## src/rtl/ifm_prefetch.sv

```systemverilog
// Prefetching fetch unit: pipelined Wishbone B4 reads into a PC-tagged FIFO, decode takes words via valid/ready.
// An ack in cycle N is visible in N+1; issue pauses while FIFO slots or the outstanding budget are used up.
module ifm_prefetch #(
  parameter logic [31:0] RESET_VECTOR    = 32'h0000_0000,
  parameter logic [31:0] IRQ_VECTOR      = 32'h0000_0010,
  parameter logic [31:0] DEBUG_VECTOR    = 32'h0000_0800,
  parameter int          FIFO_DEPTH      = 4,
  parameter int          MAX_OUTSTANDING = 2,
  parameter int          BOFFSET_WIDTH   = 20
) (
  input  logic                     clk_i,
  input  logic                     rst_i,
  input  logic                     irq_i,
  input  logic                     drq_i,
  input  logic                     branch_i,
  input  logic [BOFFSET_WIDTH-1:0] boffset_i,
  output logic [31:0]              wb_adr_o,
  input  logic [31:0]              wb_dat_i,
  output logic                     wb_we_o,
  output logic [3:0]               wb_sel_o,
  output logic                     wb_stb_o,
  input  logic                     wb_ack_i,
  output logic                     wb_cyc_o,
  input  logic                     wb_stall_i,
  output logic [31:0]              instr_o,
  output logic [31:0]              pc_o,
  input  logic                     output_ready_i,
  output logic                     output_valid_o
);
  localparam int AW = (FIFO_DEPTH > 1) ? $clog2(FIFO_DEPTH) : 1;
  // Two spare bits so count + outstanding can be summed without overflow.
  localparam int CW = AW + 2;
  localparam logic [CW-1:0] DEPTH_C = CW'(FIFO_DEPTH);
  localparam logic [CW-1:0] MAXO_C  = CW'(MAX_OUTSTANDING);

  logic [31:0]   fetch_pc, last_pc;
  logic          stb;
  logic [CW-1:0] count, outstanding, discard;
  logic [AW-1:0] rd_ptr, wr_ptr, pq_rd, pq_wr;
  logic [31:0]   fifo_instr [FIFO_DEPTH];
  logic [31:0]   fifo_pc    [FIFO_DEPTH];
  logic [31:0]   pc_queue   [FIFO_DEPTH];

  logic          empty, accept, ack_vld, keep, drop, pop, redirect, stb_nx;
  logic [31:0]   head_pc, base_pc, boff_ext, target, fetch_pc_nx;
  logic [CW-1:0] count_nx, outstanding_nx, discard_nx;

  assign empty    = (count == '0);
  assign accept   = stb & ~wb_stall_i;
  // Acks with nothing in flight (e.g. late ones after reset) are ignored.
  assign ack_vld  = wb_ack_i & ((outstanding != '0) | (discard != '0));
  assign keep     = ack_vld & (discard == '0);
  assign drop     = ack_vld & (discard != '0);
  assign pop      = ~empty & output_ready_i;
  assign redirect = drq_i | irq_i | branch_i;
  assign head_pc  = fifo_pc[rd_ptr];
  assign base_pc  = pop ? head_pc : last_pc;
  assign boff_ext = {{(31-BOFFSET_WIDTH){boffset_i[BOFFSET_WIDTH-1]}}, boffset_i, 1'b0};

  always_comb begin
    if (drq_i)      target = DEBUG_VECTOR;
    else if (irq_i) target = IRQ_VECTOR;
    else            target = base_pc + boff_ext;
  end

  always_comb begin
    count_nx       = count;
    outstanding_nx = outstanding;
    discard_nx     = discard;
    fetch_pc_nx    = fetch_pc;
    if (redirect) begin
      // Everything still in flight, including a request accepted this cycle, becomes a discard.
      count_nx       = '0;
      outstanding_nx = '0;
      discard_nx     = discard + outstanding + CW'(accept) - CW'(ack_vld);
      fetch_pc_nx    = target;
    end else begin
      count_nx       = count + CW'(keep) - CW'(pop);
      outstanding_nx = outstanding + CW'(accept) - CW'(keep);
      discard_nx     = discard - CW'(drop);
      fetch_pc_nx    = accept ? fetch_pc + 32'd4 : fetch_pc;
    end
    if (stb & wb_stall_i & ~redirect)
      stb_nx = 1'b1;
    else
      stb_nx = (discard_nx == '0) && (outstanding_nx < MAXO_C) &&
               ((count_nx + outstanding_nx) < DEPTH_C);
  end

  always_ff @(posedge clk_i or negedge rst_i) begin
    if (!rst_i) begin
      fetch_pc    <= RESET_VECTOR;
      last_pc     <= RESET_VECTOR;
      stb         <= 1'b0;
      count       <= '0;
      outstanding <= '0;
      discard     <= '0;
      rd_ptr      <= '0;
      wr_ptr      <= '0;
      pq_rd       <= '0;
      pq_wr       <= '0;
    end else begin
      fetch_pc    <= fetch_pc_nx;
      stb         <= stb_nx;
      count       <= count_nx;
      outstanding <= outstanding_nx;
      discard     <= discard_nx;
      if (pop) last_pc <= head_pc;
      if (redirect) begin
        rd_ptr <= '0;
        wr_ptr <= '0;
        pq_rd  <= '0;
        pq_wr  <= '0;
      end else begin
        if (keep) begin
          wr_ptr <= wr_ptr + AW'(1);
          pq_rd  <= pq_rd + AW'(1);
        end
        if (pop)    rd_ptr <= rd_ptr + AW'(1);
        if (accept) pq_wr  <= pq_wr + AW'(1);
      end
    end
  end

  always_ff @(posedge clk_i) begin
    if (keep && !redirect) begin
      fifo_instr[wr_ptr] <= wb_dat_i;
      fifo_pc[wr_ptr]    <= pc_queue[pq_rd];
    end
    if (accept && !redirect) pc_queue[pq_wr] <= fetch_pc;
  end

  assign output_valid_o = ~empty;
  assign instr_o        = empty ? 32'h0 : fifo_instr[rd_ptr];
  assign pc_o           = empty ? 32'h0 : head_pc;
  assign wb_stb_o       = stb;
  assign wb_adr_o       = stb ? fetch_pc : 32'h0;
  assign wb_cyc_o       = stb | (outstanding != '0) | (discard != '0);
  assign wb_we_o        = 1'b0;
  assign wb_sel_o       = 4'hF;
endmodule

```

## config.mk

```make
export PLATFORM = sky130hd
export DESIGN_NAME = ifm_prefetch
export DESIGN_NICKNAME = d
export VERILOG_FILES = /design/src/rtl/ifm_prefetch.sv
export SDC_FILE = /design/constraint.sdc
export NUM_CORES = 1
export LEC_CHECK = 0
export CAP_MARGIN = 20
export CELL_PAD_IN_SITES_DETAIL_PLACEMENT = 1
export CELL_PAD_IN_SITES_GLOBAL_PLACEMENT = 2
export CORE_MARGIN = 4
export CORE_UTILIZATION = 43
export CTS_CLUSTER_SIZE = 30
export DETAILED_ROUTE_END_ITERATION = 12
export GPL_TIMING_DRIVEN = 0
export PLACE_DENSITY = 0.89
export SLEW_MARGIN = 20
export SYNTH_ARGS = -nofsm -noshare
export SYNTH_HDL_FRONTEND = slang
export SYNTH_SLANG_ARGS = --single-unit
```

## constraint.sdc

```tcl
create_clock -name clk_i -period 4.5 [get_ports clk_i]
set_input_delay 0.9 -clock clk_i [delete_from_list [all_inputs] [get_ports clk_i]]
set_output_delay 0.9 -clock clk_i [all_outputs]
set_load 0.03 [all_outputs]
```

Yosys cells after proc, flatten, opt, wreduce, memory -nomap -nowiden
Memory sizes are Yosys's and may differ from the RTL's.
Index checks and enable logic that the tools add are counted.
{"block": "totals", "out_inout_bits": 104, "ram_bits": 384, "ff_bits": 85, "memories": 3}
{"block": "op_classes", "add_sub_neg": 15, "order_cmp": 2, "reduce_logical": 13, "mux": 24, "bitwise_logic": 15}
{"memory": "fifo_instr", "words": 4, "width": 32, "rd": 1, "rd_clocked_by_memory_dff": 0, "write_ports": 1, "line": "40", "source": "logic [31:0] fifo_instr [FIFO_DEPTH];"}
{"memory": "fifo_pc", "words": 4, "width": 32, "rd": 1, "rd_clocked_by_memory_dff": 0, "write_ports": 1, "line": "41", "source": "logic [31:0] fifo_pc [FIFO_DEPTH];"}
{"memory": "pc_queue", "words": 4, "width": 32, "rd": 1, "rd_clocked_by_memory_dff": 0, "write_ports": 1, "line": "42", "source": "logic [31:0] pc_queue [FIFO_DEPTH];"}
{"operator": "two-way mux 32 bit", "n": 8}
{"operator": "adder 32 x 3 -> 32 bit, second input constant", "n": 1}
{"operator": "adder 32 bit", "n": 1}
{"operator": "two-way mux 2 bit", "n": 8}
{"operator": "subtractor 4 x 1 -> 4 bit", "n": 4}
{"operator": "adder 4 x 1 -> 4 bit", "n": 3}
{"operator": "logical NOT 4 bit", "n": 3}
{"operator": "two-way mux 4 bit", "n": 3}
{"operator": "adder 2 x 1 -> 2 bit, second input constant", "n": 4}
{"operator": "adder 4 bit", "n": 2}
{"operator": "nonzero test 4 bit", "n": 2}
{"operator": "AND 1 bit", "n": 7}
{"operator": "nonzero test 2 bit", "n": 3}
{"operator": "two-way mux 1 bit", "n": 5}
{"operator": "OR 1 bit", "n": 5}
{"operator": "logical AND 1 bit", "n": 4}
{"operator": "less-than comparator 4 x 2 -> 1 bit, second input constant", "n": 1}
{"operator": "less-than comparator 4 x 3 -> 1 bit, second input constant", "n": 1}
{"operator": "NOT 1 bit", "n": 3}
{"operator": "logical NOT 1 bit", "n": 1}

Depth between registers and ports, before layout
{"block": "logic_depth", "word_depth": 11, "mapped_depth": 19, "ltp_nobuf": 17}

Worst setup path after synthesis
OpenSTA, ideal clock, no wires.
{"block": "synth_path", "path_kind": "input port to flip-flop", "start": "input output_ready_i", "end": "register fetch_pc[29]", "arrival_time_ns": 4.016, "setup_time_ns": 0.069, "cell_stages": 16, "setup_slack_ns": 0.415, "cell_sequence": "and2_1 > clkbuf_1 > clkbuf_1 > mux2_2 > ha_1 > inv_1 > fa_1 > nand2b_1 > a21o_1 > a211oi_2 > nor2_1 > o211ai_2 > and4_1 > o21ai_2 > a2111o_1 > nand3_1"}
{"block": "synth_between", "elab_chain_cells": 6}
{"element": "from (decl)", "line": "27", "source": "input logic output_ready_i,"}
{"element": "AND 1 bit", "line": "54", "source": "assign pop = ~empty & output_ready_i;"}
{"element": "two-way mux 32 bit"}
{"element": "via base_pc[1]", "line": "45", "source": "logic [31:0] head_pc, base_pc, boff_ext, target, fetch_pc_nx;"}
{"element": "adder 32 bit", "line": "63", "source": "else target = base_pc + boff_ext;"}
{"element": "two-way mux 32 bit", "line": "62", "source": "else if (irq_i) target = IRQ_VECTOR;"}
{"element": "two-way mux 32 bit", "line": "61", "source": "if (drq_i) target = DEBUG_VECTOR;"}
{"element": "two-way mux 32 bit", "line": "71", "source": "if (redirect) begin"}
{"element": "to (signal assigned)", "line": "103", "source": "fetch_pc <= fetch_pc_nx;"}
{"element": "to (decl)", "line": "36", "source": "logic [31:0] fetch_pc, last_pc;"}
The timed path passes the listed nets, and every way through them passes these cells.
A chain may end at the register's enable or synchronous reset.

Worst setup path in the final report
{"block": "layout_path", "start": "register count[2]", "end": "register fetch_pc[29]"}
{"block": "layout_between", "elab_chain_cells": 8}
{"element": "from (decl)", "line": "38", "source": "logic [CW-1:0] count, outstanding, discard;"}
{"element": "from (signal assigned)", "line": "105", "source": "count <= count_nx;"}
{"element": "logical NOT 4 bit", "line": "48", "source": "assign empty = (count == '0);"}
{"element": "NOT 1 bit", "line": "54"}
{"element": "AND 1 bit", "line": "54"}
{"element": "two-way mux 32 bit"}
{"element": "via base_pc[1]", "line": "45"}
{"element": "adder 32 bit", "line": "63"}
{"element": "two-way mux 32 bit", "line": "62"}
{"element": "two-way mux 32 bit", "line": "61"}
{"element": "two-way mux 32 bit", "line": "71"}
The timed path passes the listed nets, and every way through them passes these cells.

==> flow_summary.ini <==
[timing]
period_needed_ps = 4360
finalSetupViolCount = 0
slew_headroom_pct = 42.2
setup_ws_ps = 137
slew_violations = 0
finalHoldViolations = 0
timing.fmax_mhz = 229
rsz0062_at_grt = true
fin_skew_ps = 15.8
worst_pin_slew_ps = 867
period_share_pct = 96.9

[yosys]
synth-adder-area-share_pct = 3.99
syn_area_per_cell_um2 = 16.1
ys_async_sr_fraction_pct = 18.1
yosysWarningCount = 0
synth_cell_types = 72
synth-compound-area-share_pct = 5.52
synth-simple-area-share_pct = 7.78
synth_area_um2 = 20700
synth_edf_count = 384
ys_ff_latch = 469
syn_inst = 1288
dominantRegCellSynth = edfxtp_1
seq_area_frac_synth_pct = 66.1
synthXorXnorAreaFrac_pct = 2.12
synth_top_family_by_area = multiplexers
muxShareOfSynthArea_pct = 12.4

[routing]
vias = 12100
ant_nets = 0
wl_per_cell_um = 25.1
dr.pass1.iters = 5
drt_iter0_drc = 851
drc = 0
viasPerCell = 5.61
totalWireLength_mm = 54.3

[floorplan]
rows = 80
core_um2 = 47600
die_h_um = 227
die_area_um2 = 51700
die_x_um = 227
initial_core_util_pct = 43.4
pin_count = 164

[layout]
antenna_cells = 0
mostFrequentLayoutCells = edfxtp_1, clkdlybuf4s50_1, and2_1
final_cell_area_um2 = 25000
post-route-util_pct = 52.4
drive_above_1_share_pct = 17.6
syn_to_final_growth_pct = 20.8
final_net_count = 1628
layout_commonest_cell = edfxtp_1
fin_cells = 2160

[power]
max-vdd-ir-drop_uv = 292
p_leak_nw = 8.77
power.switching_mw = 3.16
power_frac_seq_pct = 44.4
cell_internal_pwr_mw = 8.30
pwr-share-clk_pct = 35.9
p_comb_share_pct = 19.8
powerDensity_nw_per_um2 = 459
switching_share_pct = 27.6
finalPower_mw = 11.5

[setup_path]
cp_max_fo = 10
arrival_ps = 4880
crit_type = reg -> reg
critPathRequiredTime_ps = 5020
crit_path_end_kind = flop
start_kind = flop

[run_status]
outcome = finished clean

[cts]
clk_root_buffer_cell = clkbuf_16
postCtsSetupBuffers = 0
cts.sinks = 469
clock_latency_ps = 590
cts_buffers = 48
tritoncts = done
clk_path_buf_depth = 3
path_clk_slew_ps = 60
htreeDepth = 2

[placement]
dp.cells = 2072
port_buffers = 157
postPlaceCellArea_um2 = 23300
routabilityCongestion = 0.864
dp_hpwl_mm = 38.3
post-place-ws_ps = -1390

[global_routing]
use_met2_pct = 37.9
grtUsageMet3_pct = 3.48
grt_pass1_vias = 13300
grt_usage_pct = 21.3
grt_max_degree = 45
grt_busiest_layer = met2
overflow = 0
gr-usage-met1_pct = 26.5
grt_pass1_wl_mm = 82.0
antenna_found_initial = 3

[worst_hold_path]
hp-class = in -> async

[job]
drv_cap = 0
cell families (layout without fill, tap and decap cells):
family | count (synthesis) | in the layout
flops | 469 | 469
mux | 132 | 132
xor+xnor | 50 | 50
fa+ha+maj | 63 | 63
compound gates | 171 | 171
other cells | 2 | 5
buf+inv | 103 | 357
simple gates | 298 | 298
layer usage:
layer,part of all wire (%),vias up,wire length (um)
li1,-,5375,-
met1,40,6314,21900
met2,52,321,28100
met3,4.8,96,2620
met4,3.0,4,1640
met5,0.046,-,25
power by group through the flow:
stage                     clock (mW)  combinational (mW)  sequential (mW)
final                           4.11                2.26             5.08
after floorplan                    0                1.59             5.09
after global routing            4.40                2.50             5.10
after global placement             0                2.14             5.14
after CTS                       4.20                2.24             5.08
after detailed placement           0                2.21             5.17
what timing repair did:
action / in CTS / in global routing
hold buffers: 0 / 0
setup endpoints to repair: 83 / 22
gates resized for setup: 19 / 16
pin swaps: 0 / 3
path summary, 6_finish.rpt:
check                                           start                       end  slack [ps]  cells past startpoint
worst max-delay path               count[2]$_DFF_PN0_  fetch_pc[29]$_DFFE_PN0N_         140                     18
worst min-delay path                            rst_i     last_pc[16]$_DFF_PN0_         240                      1
worst max register to register     count[2]$_DFF_PN0_  fetch_pc[29]$_DFFE_PN0N_         140                     18
worst min register to register  last_pc[23]$_DFF_PN0_     last_pc[23]$_DFF_PN0_         500                      1
max in group asynchronous                       rst_i     last_pc[10]$_DFF_PN0_        3590                      2
min in group clk_i              last_pc[23]$_DFF_PN0_     last_pc[23]$_DFF_PN0_         500                      1
synthesized netlist by cell type (30+ instances only):
master      n  area [um^2]
a21oi_1    54          270
mux4_2     96         2160
clkbuf_1   35          131
nand2_1    45          169
dfrtp_1    85         2130
nor2_1     60          225
inv_1      41          154
xnor2_1    30          263
and2_1    101          632
ha_1       58          726
mux2_2     31          349
edfxtp_1  384        11500
cell type report:
| class | count | area [um^2] |
|---|---|---|
| fill | 4520 | 22700 |
| sequential | 469 | 13700 |
| clock buffer | 71 | 1380 |
| tap | 615 | 769 |
| clock inverter | 19 | 254 |
| multi-input combinational | 719 | 6660 |
| timing repair buffer | 166 | 1790 |
| buffer | 59 | 309 |
| inverter | 42 | 158 |
state kept, by name (all words and copies together) (netlist names), 4 cells and up:
register     flops
count            4
last_pc         32
discard          4
pc_queue       128
outstanding      4
fifo_pc        128
fifo_instr     128
fetch_pc        32
worst max-delay path, stage by stage (launching register included):
cell	delay (ps)
dfrtp_1	340
inv_1	70
ha_1	220
nand3_2	160
and2_4	300
buf_4	300
mux2_2	220
ha_1	210
inv_1	70
fa_1	380
nand2b_1	200
a21o_1	230
a211oi_4	370
nor2_1	140
o211ai_2	220
and4_1	280
o21ai_2	100
a2111o_1	420
nand3_1	70
through the flow:
stage / hold slack, ps / TNS [ps]
global route: 257 / -52.7
global placement: 484 / -588450
floorplan: 464 / 0
detailed placement: 490 / -26450
CTS: 245 / -352
finish: 241 / 0
No activity file was read; power rests on OpenSTA's default activity.
